===== config.mk =====
export PLATFORM = sky130hd
export DESIGN_NAME = spi_7seg_rx
export DESIGN_NICKNAME = d
export VERILOG_FILES = /design/src/rtl/spi_7seg_rx.sv
export SDC_FILE = /design/constraint.sdc
export NUM_CORES = 1
export LEC_CHECK = 0
export ABC_CLOCK_PERIOD_IN_PS = 4100
export CORE_MARGIN = 3
export CORE_UTILIZATION = 45
export DETAILED_ROUTE_END_ITERATION = 12
export GPL_TIMING_DRIVEN = 0
export PLACE_DENSITY = 0.7
export SYNTH_ARGS = -nofsm -noshare
export SYNTH_HDL_FRONTEND = slang
export SYNTH_SLANG_ARGS = --single-unit

===== constraint.sdc =====
create_clock -name CLOCK_50 -period 4.1 [get_ports CLOCK_50]
set_input_delay 1.23 -clock CLOCK_50 [delete_from_list [all_inputs] [get_ports CLOCK_50]]
set_output_delay 1.23 -clock CLOCK_50 [all_outputs]
set_load 0.01 [all_outputs]

===== src/rtl/spi_7seg_rx.sv =====
// SPI mode-0 slave receiver feeding the 7-segment driver: MSB-first bytes in, last byte echoed on MISO.
// Latency: display word and set strobe appear SYNC_STAGES+1 CLOCK_50 edges after a pin edge lands.
// Backpressure: none; every completed byte is presented with a single-cycle strobe and overwrites the last.
//
// Ports:
//   CLOCK_50             system clock, sole clock domain
//   Reset_SPI            synchronous active-high reset
//   SPI_SCLK/CS_N/MOSI   asynchronous SPI pins (CPOL=0, CPHA=0), SCLK at most CLOCK_50/8
//   SPI_MISO             echo of the previously completed byte, MSB first
//   Elite_7Seg_Disp_Word last completed byte
//   Elite_7Seg_Set_Flag  one-cycle strobe when Disp_Word updates
//   SPI_Frame_Err        sticky, set when CS_N rises mid-byte; cleared by reset or next frame start
//   SPI_Byte_Count       complete bytes in the current/last frame, saturating at 255
module spi_7seg_rx #(
   parameter int unsigned SYNC_STAGES = 2,        // legal range 2..3
   parameter logic [7:0]  RESET_WORD  = 8'h00
) (
   input  logic       CLOCK_50,
   input  logic       Reset_SPI,
   input  logic       SPI_SCLK,
   input  logic       SPI_CS_N,
   input  logic       SPI_MOSI,
   output logic       SPI_MISO,
   output logic [7:0] Elite_7Seg_Disp_Word,
   output logic       Elite_7Seg_Set_Flag,
   output logic       SPI_Frame_Err,
   output logic [7:0] SPI_Byte_Count
);

   typedef enum logic {ST_IDLE, ST_RX} state_t;

   // Synchronisers: bit 0 is the first stage, bit SYNC_STAGES-1 the last.
   logic [SYNC_STAGES-1:0] sclk_sync_q, sclk_sync_d;
   logic [SYNC_STAGES-1:0] cs_sync_q,   cs_sync_d;
   logic [SYNC_STAGES-1:0] mosi_sync_q, mosi_sync_d;
   logic                   sclk_dly_q,  sclk_dly_d;
   logic                   cs_dly_q,    cs_dly_d;

   state_t     state_q,   state_d;
   logic [2:0] bit_cnt_q, bit_cnt_d;
   logic [7:0] shift_q,   shift_d;
   logic [7:0] disp_q,    disp_d;
   logic [7:0] echo_q,    echo_d;      // last completed byte, source for the next echo
   logic [7:0] echo_tx_q, echo_tx_d;   // byte currently being echoed on MISO
   logic       flag_q,    flag_d;
   logic       err_q,     err_d;
   logic [7:0] cnt_q,     cnt_d;
   logic       miso_q,    miso_d;

   logic sclk_s, cs_s, mosi_s;
   logic sclk_rise, sclk_fall, cs_rise, cs_fall;

   always_comb begin
      sclk_sync_d = {sclk_sync_q[SYNC_STAGES-2:0], SPI_SCLK};
      cs_sync_d   = {cs_sync_q[SYNC_STAGES-2:0],   SPI_CS_N};
      mosi_sync_d = {mosi_sync_q[SYNC_STAGES-2:0], SPI_MOSI};
      sclk_s      = sclk_sync_q[SYNC_STAGES-1];
      cs_s        = cs_sync_q[SYNC_STAGES-1];
      mosi_s      = mosi_sync_q[SYNC_STAGES-1];
      sclk_dly_d  = sclk_s;
      cs_dly_d    = cs_s;
      sclk_rise   = sclk_s & ~sclk_dly_q;
      sclk_fall   = ~sclk_s & sclk_dly_q;
      cs_rise     = cs_s & ~cs_dly_q;
      cs_fall     = ~cs_s & cs_dly_q;
   end

   always_comb begin
      state_d   = state_q;
      bit_cnt_d = bit_cnt_q;
      shift_d   = shift_q;
      disp_d    = disp_q;
      echo_d    = echo_q;
      echo_tx_d = echo_tx_q;
      flag_d    = 1'b0;
      err_d     = err_q;
      cnt_d     = cnt_q;
      miso_d    = miso_q;

      case (state_q)
         ST_IDLE: begin
            // SCLK activity is ignored here; a coincident SCLK edge loses to CS fall.
            if (cs_fall) begin
               state_d   = ST_RX;
               bit_cnt_d = 3'd0;
               cnt_d     = 8'd0;
               err_d     = 1'b0;
               echo_tx_d = echo_q;
               miso_d    = echo_q[7];
            end
         end
         ST_RX: begin
            if (sclk_rise) begin
               shift_d   = {shift_q[6:0], mosi_s};
               bit_cnt_d = bit_cnt_q + 3'd1;
               if (bit_cnt_q == 3'd7) begin
                  disp_d    = {shift_q[6:0], mosi_s};
                  echo_d    = {shift_q[6:0], mosi_s};
                  echo_tx_d = {shift_q[6:0], mosi_s};
                  flag_d    = 1'b1;
                  if (cnt_q != 8'hFF) begin
                     cnt_d = cnt_q + 8'd1;
                  end
               end
            end else if (sclk_fall) begin
               // After k rises bit_cnt is k mod 8, so the next bit out is echo_tx[7-k];
               // after the 8th rise this picks the MSB of the freshly reloaded byte.
               miso_d = echo_tx_q[~bit_cnt_q];
            end
            // Evaluated after the SCLK update so an 8th rise coinciding with CS rise
            // completes the byte and leaves bit_cnt_d at zero (no framing error).
            if (cs_rise) begin
               state_d = ST_IDLE;
               miso_d  = 1'b0;
               if (bit_cnt_d != 3'd0) begin
                  err_d = 1'b1;
               end
            end
         end
         default: state_d = ST_IDLE;
      endcase
   end

   always_ff @(posedge CLOCK_50) begin
      if (Reset_SPI) begin
         sclk_sync_q <= '0;
         cs_sync_q   <= '1;
         mosi_sync_q <= '0;
         sclk_dly_q  <= 1'b0;
         cs_dly_q    <= 1'b1;
         state_q     <= ST_IDLE;
         bit_cnt_q   <= 3'd0;
         shift_q     <= 8'd0;
         disp_q      <= RESET_WORD;
         echo_q      <= RESET_WORD;
         echo_tx_q   <= RESET_WORD;
         flag_q      <= 1'b0;
         err_q       <= 1'b0;
         cnt_q       <= 8'd0;
         miso_q      <= 1'b0;
      end else begin
         sclk_sync_q <= sclk_sync_d;
         cs_sync_q   <= cs_sync_d;
         mosi_sync_q <= mosi_sync_d;
         sclk_dly_q  <= sclk_dly_d;
         cs_dly_q    <= cs_dly_d;
         state_q     <= state_d;
         bit_cnt_q   <= bit_cnt_d;
         shift_q     <= shift_d;
         disp_q      <= disp_d;
         echo_q      <= echo_d;
         echo_tx_q   <= echo_tx_d;
         flag_q      <= flag_d;
         err_q       <= err_d;
         cnt_q       <= cnt_d;
         miso_q      <= miso_d;
      end
   end

   assign SPI_MISO             = miso_q;
   assign Elite_7Seg_Disp_Word = disp_q;
   assign Elite_7Seg_Set_Flag  = flag_q;
   assign SPI_Frame_Err        = err_q;
   assign SPI_Byte_Count       = cnt_q;

endmodule


Word level (Yosys, flattened, before mapping)
Cells that the tools add are included.
- register bits: 46
- output and inout bits: 19
- $add $sub $neg: 2
- magnitude comparators: 1
- equal/unequal tests: 10
- mux-type cells: 28
- bitwise operators: 11
- reduce and logical (&&, ||, !) cells: 8
- operators with widths (cell ; count):
    $mux W8 ; 7
    $pmux W8 S2 ; 2
    $reduce_and A3 Y1 ; 4
    $mux W1 ; 11
    $ne A2 B1 Y1 const B ; 5
    $mux W3 ; 3
    $add A8 B1 Y8 const B ; 1
    $ne A8 B8 Y1 const B ; 1
    $not A1 Y1 ; 6
    $pmux W1 S2 ; 3
    $pmux W3 S2 ; 1
    $and A1 B1 Y1 ; 4
    $lt A3 B4 Y1 const B ; 1
    $reduce_and A4 Y1 ; 1
    $add A3 B1 Y3 const B ; 1
    $bmux W1 S3 ; 1
    $eq A3 B3 Y1 const B ; 1
    $ne A3 B1 Y1 const B ; 1
    $ne A3 B2 Y1 const B ; 1
    $not A3 Y3 ; 1
    $reduce_bool A3 Y1 ; 1
    $reduce_or A3 Y1 ; 1
    $ne A2 B2 Y1 const B ; 1
    $reduce_and A2 Y1 ; 1

Logic depth before layout (Yosys ltp)
- depth after elaboration: 8
- depth in mapped cells: 8
- gate-level depth less buffers: 6

Worst setup path before layout
No wires, ideal clock.
- kind: input to register
- start: in Reset_SPI
- end: reg miso_q, in the netlist SPI_MISO
- library setup time: 0.070 ns
- data arrival time: 1.978 ns
- data required time: 4.030 ns
- setup slack: 2.052 ns
- stages: 4
- buffers on the path: 1
- cell sequence: clkbuf_1 a2111oi_0 o211ai_1 o2bb2ai_1
- RTL lines (item ; line ; RTL):
    from (decl) ; 19 ; input logic Reset_SPI,
    to (signal assigned) ; 156 ; miso_q <= miso_d;
    to (decl) ; 48 ; logic miso_q, miso_d;

Worst setup path in the final report
- start: reg cnt_q[3], in the netlist SPI_Byte_Count[3]
- end: out SPI_Byte_Count[3]
- RTL lines (item ; line ; RTL):
    from (decl) ; 47 ; logic [7:0] cnt_q, cnt_d;
    from (signal assigned) ; 155 ; cnt_q <= cnt_d;
    to (decl) ; 27 ; output logic [7:0] SPI_Byte_Count
No word-level cell between the ends.

==> tab_implementation.tex <==
\begin{tabular}{lr}
\hline
Metric & Value \\
\hline
\multicolumn{2}{l}{\textbf{Outcome}} \\
\quad Result of the run & complete, no violations \\
\multicolumn{2}{l}{\textbf{Pwr}} \\
\quad Internal power consumption & about 660 uW \\
\quad Maximum ir drop on the vdd rail & between 0.2 and 0.3 mV \\
\quad Sw frac & 0.209 \\
\quad Clock network power share & 0.392 \\
\quad Leakage power & approximately 0.75 nW \\
\quad Logic gate share of total power & 0.053 \\
\quad Pwr per Cell Area & 360 nW/um2 \\
\quad Net load switching power & $\sim$170 uW \\
\quad Sequential Power Share & 0.555 \\
\multicolumn{2}{l}{\textbf{Clock network}} \\
\quad Post-CTS setup repair buffer count & 0 \\
\quad Clk sinks & 46 \\
\quad Post-CTS clock slew at the launch and capture registers of the worst setup and hold paths & roughly 0.080 ns \\
\quad CTS H-Tree Depth & 2 \\
\quad Cell chosen for the clock root & sky130\_fd\_sc\_hd\_\_clkbuf\_8 \\
\quad Skew-Pair Late Insertion Delay & approximately 0.29 ns \\
\quad CTS Buffer Depth & 2 \\
\quad Number of hold-repair buffers added at the cts stage & 0 \\
\quad Number of buffers created by CTS & 5 \\
\quad Count of instances resized after the clock tree is built & 0 \\
\quad CTS tree & yes \\
\multicolumn{2}{l}{\textbf{Drt}} \\
\quad Final routed wire length divided by cell count & approximately 13 um \\
\quad Count of nets left with antenna violations after detail routing & 0 \\
\quad Sum of routed wire length over all layers & 3800 um \\
\quad Detailed-route vias per instance & about 5.3 \\
\quad Violation count after the first detailed-routing iteration & 76 \\
\quad First-pass iteration count of the detailed router & 4 \\
\quad Vias after detailed routing & approximately 1600 \\
\quad Residual DRC count & 0 \\
\multicolumn{2}{l}{\textbf{Logic synthesis}} \\
\quad Fraction of the yosys area taken by sequential cells & 0.480 \\
\quad Post-synthesis net count & $\sim$230 \\
\quad Most area-hungry cell type in the Yosys netlist & sky130\_fd\_sc\_hd\_\_dfxtp\_1 \\
\quad Async set-reset flop share out of synthesis & 0 \\
\quad Mapped cell area & about 1900 um2 \\
\quad Per-instance average area after synthesis & a little under 9 um2 \\
\quad Cell count after synthesis & between 200 and 250 \\
\quad Number of enable-type register cells in the synthesized netlist & 0 \\
\quad Most used standard cell by instance count after synthesis & sky130\_fd\_sc\_hd\_\_dfxtp\_1 \\
\quad Count of cell types in the netlist & 38 \\
\quad Synthesis-stage register bit count & 46 \\
\quad Warnings, synthesis & 0 \\
\quad Area share of the largest cell type after synthesis & 0.480 \\
\quad Dominant cells by area after synthesis & sky130\_fd\_sc\_hd\_\_dfxtp\_1 48\%, sky130\_fd\_sc\_hd\_\_nand2\_1 7.4\%, sky130\_fd\_sc\_hd\_\_mux2i\_1 6.3\% \\
\quad Primary flip-flop cell chosen by synthesis mapping & sky130\_fd\_sc\_hd\_\_dfxtp\_1 \\
\quad Top cell types by occurrence after synthesis & 46 x sky130\_fd\_sc\_hd\_\_dfxtp\_1, 38 x sky130\_fd\_sc\_hd\_\_nand2\_1, 23 x sky130\_fd\_sc\_hd\_\_a21oi\_1, 19 x sky130\_fd\_sc\_hd\_\_nor2\_1, 12 x sky130\_fd\_sc\_hd\_\_mux2i\_1 \\
\multicolumn{2}{l}{\textbf{Timing}} \\
\quad Slew of the pin with the lowest slew margin & roughly 0.67 ns \\
\quad Setup repair after global routing missed its margin & false \\
\quad Worst hold margin & about 0.41 ns \\
\quad Clk\_skew & 0.00281 ns \\
\quad Number of max-slew violations in the final report & 0 \\
\quad Max Clk Rate & around 0.40 GHz \\
\quad Number of hold violations in the final report & 0 \\
\quad Setup\_tns & 0 ns \\
\quad Crit share post-route & 0.614 \\
\quad Total of endpoints with negative setup slack in the final report & 0 \\
\quad Shortest period the worst path allows & $\sim$2.5 ns \\
\quad Worst rel slew slack & 0.556 \\
\multicolumn{2}{l}{\textbf{Finish}} \\
\quad Number of antenna cells inserted & 0 \\
\quad Area Growth Syn to Fin & 20.3\% \\
\quad Final non-filler cell total & between 200 and 300 \\
\quad Net count reported at finish & about 250 \\
\quad Share of final-layout standard cells stronger than drive strength 1 & 0.0729 \\
\multicolumn{2}{l}{\textbf{Worst setup path}} \\
\quad Category of the critical setup timing path & flop to output pin \\
\quad Sequence of cells on the critical path & clkdlybuf4s50\_1 \\
\quad Maximum cell stage delay along the critical path & between 0.5 and 0.6 ns \\
\quad Bufs and invs on worst path & 1 \\
\quad Setup crit end kind & output pin \\
\quad Cell with the biggest individual delay on the critical path & sky130\_fd\_sc\_hd\_\_clkdlybuf4s50\_1 \\
\quad Data required time at the worst endpoint & 2.87 ns \\
\quad Dominant delay contributor by cell family on the critical path & buffers and inverters \\
\quad Critical path startpoint category & flop \\
\quad Flop2flop setup slack & 2.01 ns \\
\quad Worst-path fanout max & 7 \\
\quad CP Data Arrival Time & 1.29 ns \\
\multicolumn{2}{l}{\textbf{Global routing}} \\
\quad Aggregate global-route resource usage & 0.168 \\
\quad Global-route wire length before repair & between 6000 and 7000 um \\
\quad Initial antenna violation count & 0 \\
\quad Vias in the first global route & approximately 1500 \\
\quad Maximum number of pins on one net before global-route repair & 14 \\
\quad Total grt overflow & 0 \\
\multicolumn{2}{l}{\textbf{Placement}} \\
\quad Gp weighted congestion & $\sim$0.80 \\
\quad Cells after DPL & a little under 300 \\
\quad DP HPWL & 2710 um \\
\quad Total of buffers placed on input and output ports & 22 \\
\multicolumn{2}{l}{\textbf{Floorplan}} \\
\quad Number of rows in the core area & 23 \\
\quad Initial standard-cell utilization of the core & 0.473 \\
\quad Overall die area & slightly above 5000 um2 \\
\quad Core region area & 4060 um2 \\
\quad Die Ht & around 70 um \\
\quad Top Ports & 24 \\
\quad Die Span X & 71.3 um \\
\multicolumn{2}{l}{\textbf{Hold path}} \\
\quad Worst Hold Class & flop to flop \\
\multicolumn{2}{l}{\textbf{Job}} \\
\quad Max-cap violation count & 0 \\
\hline
\end{tabular}
kinds of logic (layout without fill, tap and decap cells):
group	count (synthesis)	after routing	share of synthesized area
adders and majority gates	3	3	0.0196
DFF	46	46	0.480
AOI/OAI and AO/OA	47	47	0.153
and+or+nand+nor	91	91	0.232
xor gates and xnor gates	2	2	0.00913
muxes	12	12	0.0626
buffers and inverters	16	46	0.0437
power by group through the flow:
stage	clock network (mW)	registers [mW]	logic, mW
floorplan	0	0.471	0.0309
global placement	0	0.471	0.0434
detailed placement	0	0.472	0.0438
CTS	0.337	0.461	0.0440
global route	0.355	0.462	0.0500
finish	0.325	0.461	0.0437
per-layer routing:
metal,GRT usage,part of all wire,wire length (um),up-vias
met1,0.223,0.50,1890,716
met4,0.0564,0.014,55,0
met2,0.263,0.45,1710,32
met3,0.0463,0.039,150,6
li1,-,-,-,811
met5,0,0,0,-
layout by cell type, fill, tap and decap left out, types with 2 or more instances in the layout:
master,count
sky130_fd_sc_hd__dfxtp_1,46
sky130_fd_sc_hd__nand2_1,38
sky130_fd_sc_hd__a21oi_1,23
sky130_fd_sc_hd__clkdlybuf4s50_1,22
sky130_fd_sc_hd__nor2_1,19
sky130_fd_sc_hd__mux2i_1,12
sky130_fd_sc_hd__clkbuf_1,10
sky130_fd_sc_hd__nor2b_1,7
sky130_fd_sc_hd__a211oi_1,7
sky130_fd_sc_hd__nand3_1,5
sky130_fd_sc_hd__o21ai_0,5
sky130_fd_sc_hd__clkbuf_8,5
sky130_fd_sc_hd__or2_2,4
sky130_fd_sc_hd__inv_1,3
sky130_fd_sc_hd__nand2b_1,3
sky130_fd_sc_hd__o31ai_1,3
sky130_fd_sc_hd__or4_1,3
sky130_fd_sc_hd__or3_1,3
sky130_fd_sc_hd__ha_1,3
sky130_fd_sc_hd__buf_4,2
sky130_fd_sc_hd__nand4b_1,2
sky130_fd_sc_hd__buf_6,2
sky130_fd_sc_hd__a22oi_1,2
registers in the layout, summed over array words and instances (netlist names):
signal and cells:
SPI_Byte_Count 8, echo_q 8, echo_tx_q 8, shift_q 7
bit_cnt_q 3, cs_sync_q 2, mosi_sync_q 2, sclk_sync_q 2
Elite_7Seg_Set_Flag 1, SPI_Frame_Err 1, SPI_MISO 1, cs_dly_q 1
sclk_dly_q 1, state_q 1
metrics by stage:
stage	setup slack (ns)	area [um2]	power [mW]	utilization
floorplan	2.05	1920	0.502	-
global placement	1.86	2200	0.515	0.542
detailed placement	1.84	2200	0.515	0.542
CTS	1.56	2310	0.842	0.569
global route	1.50	2310	0.867	0.569
finish	1.58	2310	0.830	0.569
worst paths after layout:
| kind | depth (start not counted) | endpoint | startpoint |
|---|---|---|---|
| hold reg to reg | 1 | cs_sync_q[1] | cs_sync_q[0] |
| hold / removal | 1 | cs_sync_q[1] | cs_sync_q[0] |
| setup / recovery | 1 | SPI_Byte_Count[3] | SPI_Byte_Count[3] |
| setup reg to reg | 7 | echo_tx_q[5] | bit_cnt_q[0] |
area by class of cell:
class	instances	area, um2
sequential	46	921
clock buffer	7	76.3
multi-input combinational	155	913
clock inverter	1	30.0
inverter	3	11.3
fill	378	1750
buffer	13	72.6
tap	50	62.6
timing repair buffer	22	220
Note: power is estimated with default switching activity, not from simulation.
